**src/rtl/io_arbiter.sv**
```systemverilog
// Round-robin sequencer that drives the select bus of the tri-state io_block.
// It grants one lane at a time, and every release passes through one all-isolated turnaround cycle.
module io_arbiter #(
    parameter int wire_width = 3,
    parameter int max_hold   = 8
) (
    input  logic                    clk,
    input  logic                    rst,
    input  logic [wire_width-1:0]   req,
    input  logic [wire_width-1:0]   dir,
    output logic [2*wire_width-1:0] select,
    output logic [wire_width-1:0]   grant,
    output logic                    busy
);

    localparam int IDX_W = (wire_width > 1) ? $clog2(wire_width) : 1;
    localparam int CNT_W = (max_hold > 1) ? $clog2(max_hold) : 1;
    localparam logic [CNT_W-1:0] CNT_LAST = CNT_W'(max_hold - 1);

    typedef enum logic [1:0] {
        IDLE  = 2'd0,
        GRANT = 2'd1,
        TURN  = 2'd2
    } state_t;

    state_t                  state_q;
    logic [IDX_W-1:0]        rr_ptr_q;
    logic [IDX_W-1:0]        g_q;
    logic [CNT_W-1:0]        cnt_q;
    logic [2*wire_width-1:0] select_q;
    logic [wire_width-1:0]   grant_q;
    logic                    busy_q;

    logic [IDX_W-1:0]        win_d;
    logic                    win_vld_d;

    // Select field for one lane: 01 = lane drives port, 10 = port drives lane.
    function automatic logic [2*wire_width-1:0] sel_code(input logic [IDX_W-1:0] idx,
                                                         input logic             d);
        logic [2*wire_width-1:0] s;
        s = '0;
        for (int i = 0; i < wire_width; i++) begin
            if (idx == IDX_W'(i)) begin
                s[2*i +: 2] = d ? 2'b01 : 2'b10;
            end
        end
        return s;
    endfunction

    function automatic logic [wire_width-1:0] onehot(input logic [IDX_W-1:0] idx);
        logic [wire_width-1:0] o;
        o = '0;
        for (int i = 0; i < wire_width; i++) begin
            if (idx == IDX_W'(i)) begin
                o[i] = 1'b1;
            end
        end
        return o;
    endfunction

    function automatic logic [IDX_W-1:0] next_ptr(input logic [IDX_W-1:0] idx);
        logic [IDX_W-1:0] n;
        if (idx == IDX_W'(wire_width - 1)) begin
            n = '0;
        end else begin
            n = idx + 1'b1;
        end
        return n;
    endfunction

    // Search downwards so the lane closest to rr_ptr overwrites any later candidate.
    always_comb begin
        int               pos;
        logic [IDX_W-1:0] pos_idx;
        win_d     = '0;
        win_vld_d = 1'b0;
        pos       = 0;
        pos_idx   = '0;
        for (int i = wire_width - 1; i >= 0; i--) begin
            pos     = (int'(rr_ptr_q) + i) % wire_width;
            pos_idx = IDX_W'(pos);
            if (req[pos_idx]) begin
                win_d     = pos_idx;
                win_vld_d = 1'b1;
            end
        end
    end

    always_ff @(posedge clk) begin
        if (rst) begin
            state_q  <= IDLE;
            rr_ptr_q <= '0;
            g_q      <= '0;
            cnt_q    <= '0;
            select_q <= '0;
            grant_q  <= '0;
            busy_q   <= 1'b0;
        end else begin
            case (state_q)
                IDLE, TURN: begin
                    if (win_vld_d) begin
                        state_q  <= GRANT;
                        g_q      <= win_d;
                        cnt_q    <= '0;
                        select_q <= sel_code(win_d, dir[win_d]);
                        grant_q  <= onehot(win_d);
                        busy_q   <= 1'b1;
                    end else begin
                        state_q  <= IDLE;
                        select_q <= '0;
                        grant_q  <= '0;
                        busy_q   <= 1'b0;
                    end
                end
                GRANT: begin
                    // Release drops every field to 00 for one cycle before the next grant.
                    if (!req[g_q] || (cnt_q == CNT_LAST)) begin
                        state_q  <= TURN;
                        rr_ptr_q <= next_ptr(g_q);
                        select_q <= '0;
                        grant_q  <= '0;
                        busy_q   <= 1'b0;
                    end else begin
                        cnt_q <= cnt_q + 1'b1;
                    end
                end
                default: begin
                    state_q  <= IDLE;
                    select_q <= '0;
                    grant_q  <= '0;
                    busy_q   <= 1'b0;
                end
            endcase
        end
    end

    assign select = select_q;
    assign grant  = grant_q;
    assign busy   = busy_q;

    a_grant_onehot0 : assert property (@(posedge clk) disable iff (rst) $onehot0(grant_q));
    a_busy_grant    : assert property (@(posedge clk) disable iff (rst) busy_q == (|grant_q));

endmodule

```
**config.mk**
```make
export PLATFORM = sky130hd
export DESIGN_NAME = io_arbiter
export DESIGN_NICKNAME = d
export VERILOG_FILES = /design/src/rtl/io_arbiter.sv
export SDC_FILE = /design/constraint.sdc
export NUM_CORES = 1
export LEC_CHECK = 0
export ABC_AREA = 1
export BUFFER_PORTS_ARGS = -buffer_cell sky130_fd_sc_hd__buf_2
export CAP_MARGIN = 20
export CORE_MARGIN = 2
export CORE_UTILIZATION = 55
export CTS_BUF_LIST = sky130_fd_sc_hd__clkbuf_2
export DETAILED_ROUTE_END_ITERATION = 10
export PLACE_DENSITY = 0.88
export SETUP_SLACK_MARGIN = 0.4
export SYNTH_ARGS = -nofsm -noshare
export SYNTH_HDL_FRONTEND = slang
export SYNTH_SLANG_ARGS = --single-unit
```
**constraint.sdc**
```tcl
create_clock -name clk -period 2.9 [get_ports clk]
set_clock_uncertainty 0.2 [all_clocks]
set_input_delay 0.29 -clock clk [delete_from_list [all_inputs] [get_ports clk]]
set_output_delay 0.29 -clock clk [all_outputs]
set_load 0.005 [all_outputs]
```
==> impl_metrics.yaml, run 1 <==
sta:
  hold_viol: 0
  rsz0062_at_grt: "false"
  post-route-min-period_ns: 2.165
  setup_ws_ns: 0.7345
  setup_viol: 0
  tightestPinTransition_ns: 0.3408
  fmax_mhz: 461.8
  setup_tns_ns: 0
  max_slew_margin: 0.7728
  post-route-period-util: 0.7467
  drv_slew: 0
placed_design:
  place_area_um2: 1194
  dp_hpwl_mm: 1.934
  place_inst: 197
  place_ws_ns: 0.7967
  port_buffers: 17
  gp_congestion: 0.8738
global_route:
  first_global_vias: 1046
  grt_max_degree: 19
  grt_pass1_wl_mm: 4.298
  antenna_found_initial: 0
  track_usage: 0.2275
  gr-total-overflow: 0
clocking:
  cts_tree: "built"
  path_clk_slew_ns: 0.19
  htreeDepth: 1
  ctsResizeCount: 0
  cts_buffers: 3
  clock_path_buffers: 2
  post-cts-setup-buffer-count: 0
  clkLatencyLatePin_ns: 0.34
  cts-root-buf: "clkbuf_2"
  clkSinkCount: 19
  ctsHoldBuffers: 0
hold_path:
  hp-start: "dir[2]"
  hold_path.class: "in2reg"
  hold_path_end: "select[5]$_SDFFE_PP0P_"
  hold_depth: 3
synth:
  yosys_warnings: 0
  synth-seq-cells: 19
  synth_top_area_frac: 0.3455
  synthTopCellsByArea: "dfxtp_1, nand3_1, nand2_1"
  syn_area_per_cell_um2: 7.013
  netlist_instances: 157
  synthesis.area_um2: 1101
  synth-main-ff-cell: "dfxtp_1"
  syn-num-nets: 170
  synthTopCellsByCount: "nand2_1, nand3_1, dfxtp_1"
  synth_top_area_cell: "dfxtp_1"
  ys_seq_area_frac: 0.3455
  synth_edf_count: 0
  synth_most_common_cell: "nand2_1"
  synth.distinct_cells: 25
  async_flop_share: 0
setup_path:
  crit_path_end_kind: "flip-flop"
  cp.depth: 12
  crit_top_cell: "nand2_1"
  required_ns: 2.98
  r2r-end: "select[1]$_SDFFE_PP0P_"
  arrival_ns: 2.25
  r2r_start: "rr_ptr_q[0]$_SDFFE_PP0P_"
  crit_path_start_kind: "flip-flop"
  r2r_slack_ns: 0.73
  max_stage_delay_ns: 0.39
  crit_buf_inv: 2
  worstSetupPathType: "reg2reg"
  crit_chain: "inv_1 > ha_1 > inv_2 > nand2_1 > nand3_1 > nand2_2 > nand2_1 > nand3_2 > nand2_1 > nor2_2 > nand3_1 > a21oi_1"
  crit_family: "simple AND/OR/NAND/NOR gates"
  crit_path_max_fanout: 6
  r2r_cells: 12
  slowest_stage: "ha_1"
layout:
  nNetsFinal: 188
  antennaDiodeCount: 0
  stdcell_area_um2: 1214
  layout-drive-gt1-share: 0.2299
  syn_to_final_growth_pct: 10.23
  layoutNonFillerInstCount: 201
power:
  switchingPower_w: 0.0007946
  combPwrFrac: 0.647
  ir_worst_vdd_mv: 0.5892
  seq_power_share: 0.275
  swShare: 0.5239
  p_clk_frac: 0.077
  p_leak_nw: 0.5825
  total_power_w: 0.001517
  power_density_nw_per_um2: 1250
  cell_internal_pwr_w: 0.0007220
die:
  dieArea_um2: 2376
  initial_utilization: 0.5729
  rows: 16
  dieHeight_um: 48.74
  die_w_um: 48.74
  core_area_um2: 1922
  top_level_ports: 18
detailed_routing:
  avgViaCountPerCell: 5.453
  routedWlPerCell_um: 12.19
  ant_nets: 0
  drt_wl_total_mm: 2.450
  drc: 0
  vias: 1096
  drt_first_pass_iters: 4
  drtIter0Drc: 39
status:
  outcome: "complete, no violations"
flow_run:
  cap_violations: 0
stage by stage:
stage | util | hold slack [ns]
2_1_floorplan | - | 0.2284
3_3_place_gp | 0.6211 | 0.2475
3_5_place_dp | 0.6211 | 0.2533
4_1_cts | 0.6315 | 0.03898
5_1_grt | 0.6315 | 0.04414
6_report | 0.6315 | 0.03811
how the worst max path moves through the flow:
stage                              from  slack, ns                      to
4_1_cts        rr_ptr_q[0]$_SDFFE_PP0P_       0.77  select[1]$_SDFFE_PP0P_
5_1_grt        rr_ptr_q[0]$_SDFFE_PP0P_       0.59  select[1]$_SDFFE_PP0P_
6_report       rr_ptr_q[0]$_SDFFE_PP0P_       0.73  select[1]$_SDFFE_PP0P_
3_5_place_dp   rr_ptr_q[0]$_SDFFE_PP0P_       0.80  select[1]$_SDFFE_PP0P_
3_3_place_gp   rr_ptr_q[0]$_SDFFE_PP0P_       0.93  select[1]$_SDFFE_PP0P_
2_1_floorplan  rr_ptr_q[0]$_SDFFE_PP0P_       1.05  select[5]$_SDFFE_PP0P_
final cells by class:
class / instances / area (µm²)
Tap cell: 27 / 33.78
Clock inverter: 1 / 5.005
Clock buffer: 3 / 15.01
Timing Repair Buffer: 17 / 85.08
Inverter: 20 / 75.07
Sequential cell: 19 / 380.4
Multi-Input combinational cell: 114 / 619.3
Fill cell: 187 / 708.2
tightest hold or removal path, cell delays in order:
cell and delay, ns:
buf_2 0.11, or2_1 0.12, a21oi_2 0.05
placed cells by master, fill, tap and decap left out, types with 2 or more instances in the layout:
master / Yosys / routed
o21ai_0: 3 / 3
buf_2: 0 / 17
inv_2: 5 / 5
o21ai_1: 2 / 2
ha_1: 5 / 5
dfxtp_1: 19 / 19
clkbuf_2: 0 / 3
a21oi_2: 2 / 2
a21oi_1: 18 / 18
nor2_1: 5 / 5
inv_1: 15 / 15
nand2_2: 4 / 4
nand2_4: 3 / 3
nand3_1: 29 / 29
nand2_1: 35 / 35
power groups by stage:
stage / logic [W] / registers (W) / clock network, W
floorplan: 0.000766 / 0.000421 / 0
global route: 0.00109 / 0.000431 / 0.000129
finish: 0.000982 / 0.000417 / 0.000118
detailed placement: 0.000966 / 0.000424 / 0
CTS: 0.000970 / 0.000417 / 0.000118
global placement: 0.000917 / 0.000419 / 0
state kept, by name (all words and copies together) (netlist names):
register and cells:
grant 3, state_q 2, g_q 2, cnt_q 3, select 6, busy 1
rr_ptr_q 2
cell families after synthesis:
group | Yosys count | synth area share
and+or+nand+nor | 81 | 0.3591
buffers and inverters | 24 | 0.09204
AOI/OAI and AO/OA | 28 | 0.1466
adders and majority gates | 5 | 0.05682
DFF | 19 | 0.3455
routing by layer:
layer,vias to the layer above,GRT usage,share of wire
met5,-,0,0
met4,0,0.1095,0.024
met3,9,0.03086,0.045
met2,36,0.4041,0.50
met1,501,0.2681,0.44
li1,550,-,-
Power figures use the tool's default switching activity.
==> run 2: changes to the inputs <==
--- a/config.mk
+++ b/config.mk
@@ -9,10 +9,10 @@
 export BUFFER_PORTS_ARGS = -buffer_cell sky130_fd_sc_hd__buf_2
 export CAP_MARGIN = 20
 export CORE_MARGIN = 2
-export CORE_UTILIZATION = 55
+export CORE_UTILIZATION = 52
 export CTS_BUF_LIST = sky130_fd_sc_hd__clkbuf_2
 export DETAILED_ROUTE_END_ITERATION = 10
-export PLACE_DENSITY = 0.88
+export PLACE_DENSITY = 0.87
 export SETUP_SLACK_MARGIN = 0.4
 export SYNTH_ARGS = -nofsm -noshare
 export SYNTH_HDL_FRONTEND = slang
==> constraint.sdc (replaced) <==
create_clock -name clk -period 1.82 [get_ports clk]
set_clock_uncertainty 0.2 [all_clocks]
set_input_delay 0.182 -clock clk [delete_from_list [all_inputs] [get_ports clk]]
set_output_delay 0.182 -clock clk [all_outputs]
set_load 0.005 [all_outputs]
==> run 2 against run 1 <==
Sequential share of layout area fell by 6.0 points. Via count rose by 9.5%. Fmax rose by 8.8%. Clock power rose by 55%. Die area rose by 5.3%. Hold slack got worse by 0.028 ns. Cell area rose by 26%. Core utilization rose by 14 points. Routed wire length rose by 32%. Worst setup slack got worse by 0.90 ns. The flow now finishes with violations (setup timing). Register-to-register slack got worse by 0.90 ns.
==> impl_metrics.yaml, run 2 (synthesized netlist as in run 1, its figures left out) <==
status:
  outcome: "finished, violations left"
  violations: "setup timing"
placed_design:
  place_ws_ns: -0.1058
  gp_congestion: 0.8813
  dp_hpwl_mm: 1.980
  port_buffers: 17
power:
  cell_internal_pwr_w: 0.001626
  p_leak_nw: 0.6793
  combPwrFrac: 0.741
  power_density_nw_per_um2: 2220
  seq_power_share: 0.205
  ir_worst_vdd_mv: 1.313
  swShare: 0.5203
  p_clk_frac: 0.054
  switchingPower_w: 0.001763
die:
  dieHeight_um: 50.02
  initial_utilization: 0.5556
  top_level_ports: 18
  die_w_um: 50.02
  core_area_um2: 1982
  rows: 16
  dieArea_um2: 2502
setup_path:
  r2r_start: "rr_ptr_q[0]$_SDFFE_PP0P_"
  required_ns: 1.86
  slowest_stage: "dfxtp_2"
  crit_chain: "inv_2 > ha_4 > o21ai_2 > nand2_4 > nand2_2 > nand3_2 > nand2_2 > nor2_4 > buf_4 > a21oi_2 > nor2_1"
  crit_path_end_kind: "flip-flop"
  max_stage_delay_ns: 0.36
  crit_path_max_fanout: 6
  startpoint: "rr_ptr_q[0]$_SDFFE_PP0P_"
  arrival_ns: 2.03
  worstSetupPathType: "reg2reg"
  crit_path_start_kind: "flip-flop"
  crit_top_cell: "nand2_2"
sta:
  max_slew_margin: 0.7640
  tightestPinTransition_ns: 0.3540
  whs_ns: 0.01016
  drv_slew: 0
  post-route-min-period_ns: 1.990
  rsz0062_at_grt: "true"
  setup_ws_ns: -0.1700
  setup_viol: 14
  fmax_mhz: 502.5
  post-route-period-util: 1.093
  hold_viol: 0
global_route:
  track_usage: 0.2470
  first_global_vias: 1155
  met2_usage: 0.4430
  gr-total-overflow: 0
  top_usage_layer: "met2"
  use_met1: 0.2731
  grt_max_degree: 19
  grt_use_met3: 0.03939
  grt_pass1_wl_mm: 4.823
  antenna_found_initial: 0
detailed_routing:
  drt_first_pass_iters: 4
  routedWlPerCell_um: 15.18
  ant_nets: 0
  drc: 0
  avgViaCountPerCell: 5.634
  drt_wl_total_mm: 3.233
  drtIter0Drc: 51
  vias: 1200
clocking:
  path_clk_slew_ns: 0.19
  cts_tree: "built"
  cts-root-buf: "clkbuf_2"
  htreeDepth: 1
  cts_buffers: 3
  clkSinkCount: 19
  clkLatencyLatePin_ns: 0.33
  clock_path_buffers: 2
layout:
  largest_reg_flops: 6
  mostFrequentLayoutCells: "nand2_1, nand3_1, buf_2"
  nNetsFinal: 200
  layout-drive-gt1-share: 0.5108
  syn_to_final_growth_pct: 38.64
  antennaDiodeCount: 0
  final_common_cell: "nand2_1"
hold_path:
  hold_path.class: "in2reg"
  hp-start: "rst"
flow_run:
  cap_violations: 0
## run 2: changes by cell type in the layout (fill, tap and decap cells not counted), sizes merged
cell	before	now
dlygate4sd3	0	1
buf	17	28
## run 2: final cells by class
class                           instances  area (µm²)
Clock buffer                            3       15.01
Clock inverter                          1       5.005
Fill cell                             133       455.4
Inverter                               20       82.58
Multi-Input combinational cell        114       822.0
Sequential cell                        19       386.6
Tap cell                               27       33.78
Timing Repair Buffer                   29       181.4
## run 2: repair_timing
action / CTS / global route
endpoints found under the setup margin: 18 / 18
pin swaps: 12 / 10
hold buffers: 1 / 0
hold endpoints to repair: 1 / 0
setup buffers: 7 / 1
resized for setup: 17 / 28
## run 2: metrics by stage
stage          instance area (µm²)  TNS (ns)  instances    util  power (W)
2_1_floorplan                 1164         0        157       -   0.002043
3_3_place_gp                  1279  -0.04397        200  0.6452   0.002351
3_5_place_dp                  1279   -0.3284        200  0.6452   0.002435
4_1_cts                       1415   -0.3070        212  0.7140   0.002893
5_1_grt                       1526    -2.982        213  0.7702   0.003641
6_report                      1526    -1.379        213  0.7702   0.003389
## run 2: final timing paths
| path | endpoint | slack, ns | cells after the start |
|---|---|---|---|
| worst max-delay path | grant[0]$_SDFFE_PP0P_ | -0.17 | 11 |
| worst min-delay path | state_q[0]$_SDFFE_PP0P_ | 0.01 | 2 |
| worst max register to register | grant[0]$_SDFFE_PP0P_ | -0.17 | 11 |
| worst min register to register | cnt_q[2]$_SDFFE_PP0P_ | 0.28 | 2 |
## run 2: routing by layer
layer | up-vias | routed length, µm
met2 | 52 | 1606
met1 | 551 | 1254
met3 | 21 | 186
met5 | - | 0
li1 | 576 | -
met4 | 0 | 186
## run 2: power groups by stage
stage	Clock [W]	Sequential (W)	Combinational [W]
3_5_place_dp	0	0.000690	0.00174
2_1_floorplan	0	0.000689	0.00135
4_1_cts	0.000186	0.000686	0.00202
5_1_grt	0.000203	0.000715	0.00272
3_3_place_gp	0	0.000680	0.00167
6_report	0.000183	0.000696	0.00251
## run 2: worst max-delay path, delay by kind of cell, from the launching register on
family	cells	cell delay, ns
AND/OR/NAND/NOR	6	0.56
flip-flops	1	0.36
AO/OA/AOI/OAI	2	0.35
adder cells (fa/ha/maj)	1	0.27
buffers and inverters	2	0.18
==> run 3: changes to the inputs <==
--- a/config.mk
+++ b/config.mk
@@ -7,9 +7,10 @@
 export LEC_CHECK = 0
 export ABC_AREA = 1
 export BUFFER_PORTS_ARGS = -buffer_cell sky130_fd_sc_hd__buf_2
-export CAP_MARGIN = 20
+export CELL_PAD_IN_SITES_DETAIL_PLACEMENT = 1
+export CELL_PAD_IN_SITES_GLOBAL_PLACEMENT = 2
 export CORE_MARGIN = 2
-export CORE_UTILIZATION = 52
+export CORE_UTILIZATION = 29
 export CTS_BUF_LIST = sky130_fd_sc_hd__clkbuf_2
 export DETAILED_ROUTE_END_ITERATION = 10
 export PLACE_DENSITY = 0.87
==> constraint.sdc (replaced) <==
create_clock -name clk -period 1.82 [get_ports clk]
set_clock_uncertainty 0.2 [all_clocks]
set_input_delay 0.182 -clock clk [delete_from_list [all_inputs] [get_ports clk]]
set_output_delay 0.182 -clock clk [all_outputs]
set_load 0.1 [all_outputs]
==> run 3 against run 2 <==
Sequential share of layout area is 2.4 points lower. The flow still finishes with violations (setup timing). First-iteration DRC count is 57% lower. Core utilization fell by 30 points. Routed wire length up 5.2%. Largest cell class unchanged. Highest routed layer unchanged. Cell area grew 13%.
==> impl_metrics.yaml, run 3 (synthesized netlist as in run 1, its figures left out) <==
detailed_routing:
  avgViaCountPerCell: 4.798
  drc: 0
  drtIter0Drc: 22
  routedWlPerCell_um: 13.99
  drt_wl_total_mm: 3.400
  ant_nets: 0
  vias: 1166
  drt_first_pass_iters: 3
die:
  dieHeight_um: 65.62
  top_level_ports: 18
  dieArea_um2: 4305
  core_area_um2: 3661
  initial_utilization: 0.3008
  rows: 22
  die_w_um: 65.62
sta:
  tightestPinTransition_ns: 0.4251
  hold_viol: 0
  post-route-min-period_ns: 1.939
  max_slew_margin: 0.7166
  drv_slew: 0
  setup_viol: 14
  fmax_mhz: 515.8
  post-route-period-util: 1.065
  rsz0062_at_grt: "true"
  setup_ws_ns: -0.1188
layout:
  mostFrequentLayoutCells: "nand2_1, nand3_1, buf_4"
  fillers: 446
  layoutNonFillerInstCount: 243
  final_common_cell: "nand2_1"
  layout-drive-gt1-share: 0.5282
  antennaDiodeCount: 0
  multi_input_area_um2: 837.1
  seq_area_um2: 394.1
  largest_reg_flops: 6
  final_util: 0.4703
  nNetsFinal: 209
  syn_to_final_growth_pct: 56.36
  stdcell_area_um2: 1722
global_route:
  grt_pass1_wl_mm: 5.306
  track_usage: 0.1603
  grt_max_degree: 19
  antenna_found_initial: 0
  gr-total-overflow: 0
  first_global_vias: 1222
clocking:
  clock_path_buffers: 2
  cts_buffers: 3
  clkLatencyLatePin_ns: 0.33
  cts-root-buf: "clkbuf_2"
  path_clk_slew_ns: 0.19
  clkSinkCount: 19
  htreeDepth: 1
  cts_tree: "built"
hold_path:
  hp-start: "rst"
  hold_path.class: "in2reg"
placed_design:
  gp_congestion: 0.7783
  place_inst: 225
  place_area_um2: 1348
  port_buffers: 17
  dp_hpwl_mm: 2.340
setup_path:
  required_ns: 1.89
  crit_path_max_fanout: 6
  startpoint: "rr_ptr_q[0]$_SDFFE_PP0P_"
  worstSetupPathType: "reg2reg"
  crit_path_end_kind: "flip-flop"
  arrival_ns: 2.01
  r2r_start: "rr_ptr_q[0]$_SDFFE_PP0P_"
  crit_path_start_kind: "flip-flop"
flow_run:
  cap_violations: 0
status:
  outcome: "finished, violations left"
  violations: "setup timing"
run 3: critical path: stages, from the launching register on:
cell and delay, ns:
dfxtp_2 0.37, inv_2 0.05, ha_4 0.31, nand3_1 0.15, nand2_1 0.12, nand2_2 0.07
nand2_4 0.07, nand2_4 0.07, nor2_4 0.10, inv_2 0.04, or2_1 0.21, a21oi_2 0.11
run 3: area by class of cell:
type / count / share of cell area
multi-input combinational: 114 / 0.4862
inverter: 20 / 0.04797
clock buffer: 4 / 0.01163
timing repair buffer: 38 / 0.1904
sequential: 19 / 0.2289
tap: 48 / 0.03488
run 3: what timing repair did:
item | 4_1_cts | 5_1_grt
gates resized for setup | 31 | 38
cloned | 0 | 0
endpoints found under the setup margin | 29 | 27
buffers inserted | 8 | 5
endpoints found under the hold margin | 1 | 1
pin swaps | 12 | 16
run 3: final timing paths:
check,endpoint,slack [ns],cells after the start
hold / removal,state_q[1]$_SDFFE_PP0P_,0.06,2
setup / recovery,select[5]$_SDFFE_PP0P_,-0.12,11
setup reg to reg,select[5]$_SDFFE_PP0P_,-0.12,11
hold reg to reg,select[1]$_SDFFE_PP0P_,0.30,2
run 3: metal layers:
| layer | wire length (µm) | global-route usage | vias to the layer above | part of all wire |
|---|---|---|---|---|
| li1 | - | - | 592 | - |
| met3 | 78 | 0.03596 | 6 | 0.023 |
| met1 | 1428 | 0.1670 | 556 | 0.42 |
| met4 | 59 | 0.05469 | 0 | 0.017 |
| met2 | 1832 | 0.3112 | 12 | 0.54 |
| met5 | 0 | 0 | - | 0 |
run 3: metrics by stage:
step / hold slack, ns / TNS [ns] / worst slack, ns
6_report: 0.05578 / -1.167 / -0.1188
5_1_grt: 0.05433 / -2.930 / -0.2257
4_1_cts: -0.05895 / -0.5467 / -0.07651
3_5_place_dp: 0.2543 / -0.2564 / -0.06356
3_3_place_gp: 0.2478 / -0.1012 / -0.07709
2_1_floorplan: 0.1654 / 0 / 0.04412
Power of run 3 is not shown: default switching activity piles up to over one toggle a cycle in this logic, so the estimate is an artifact.
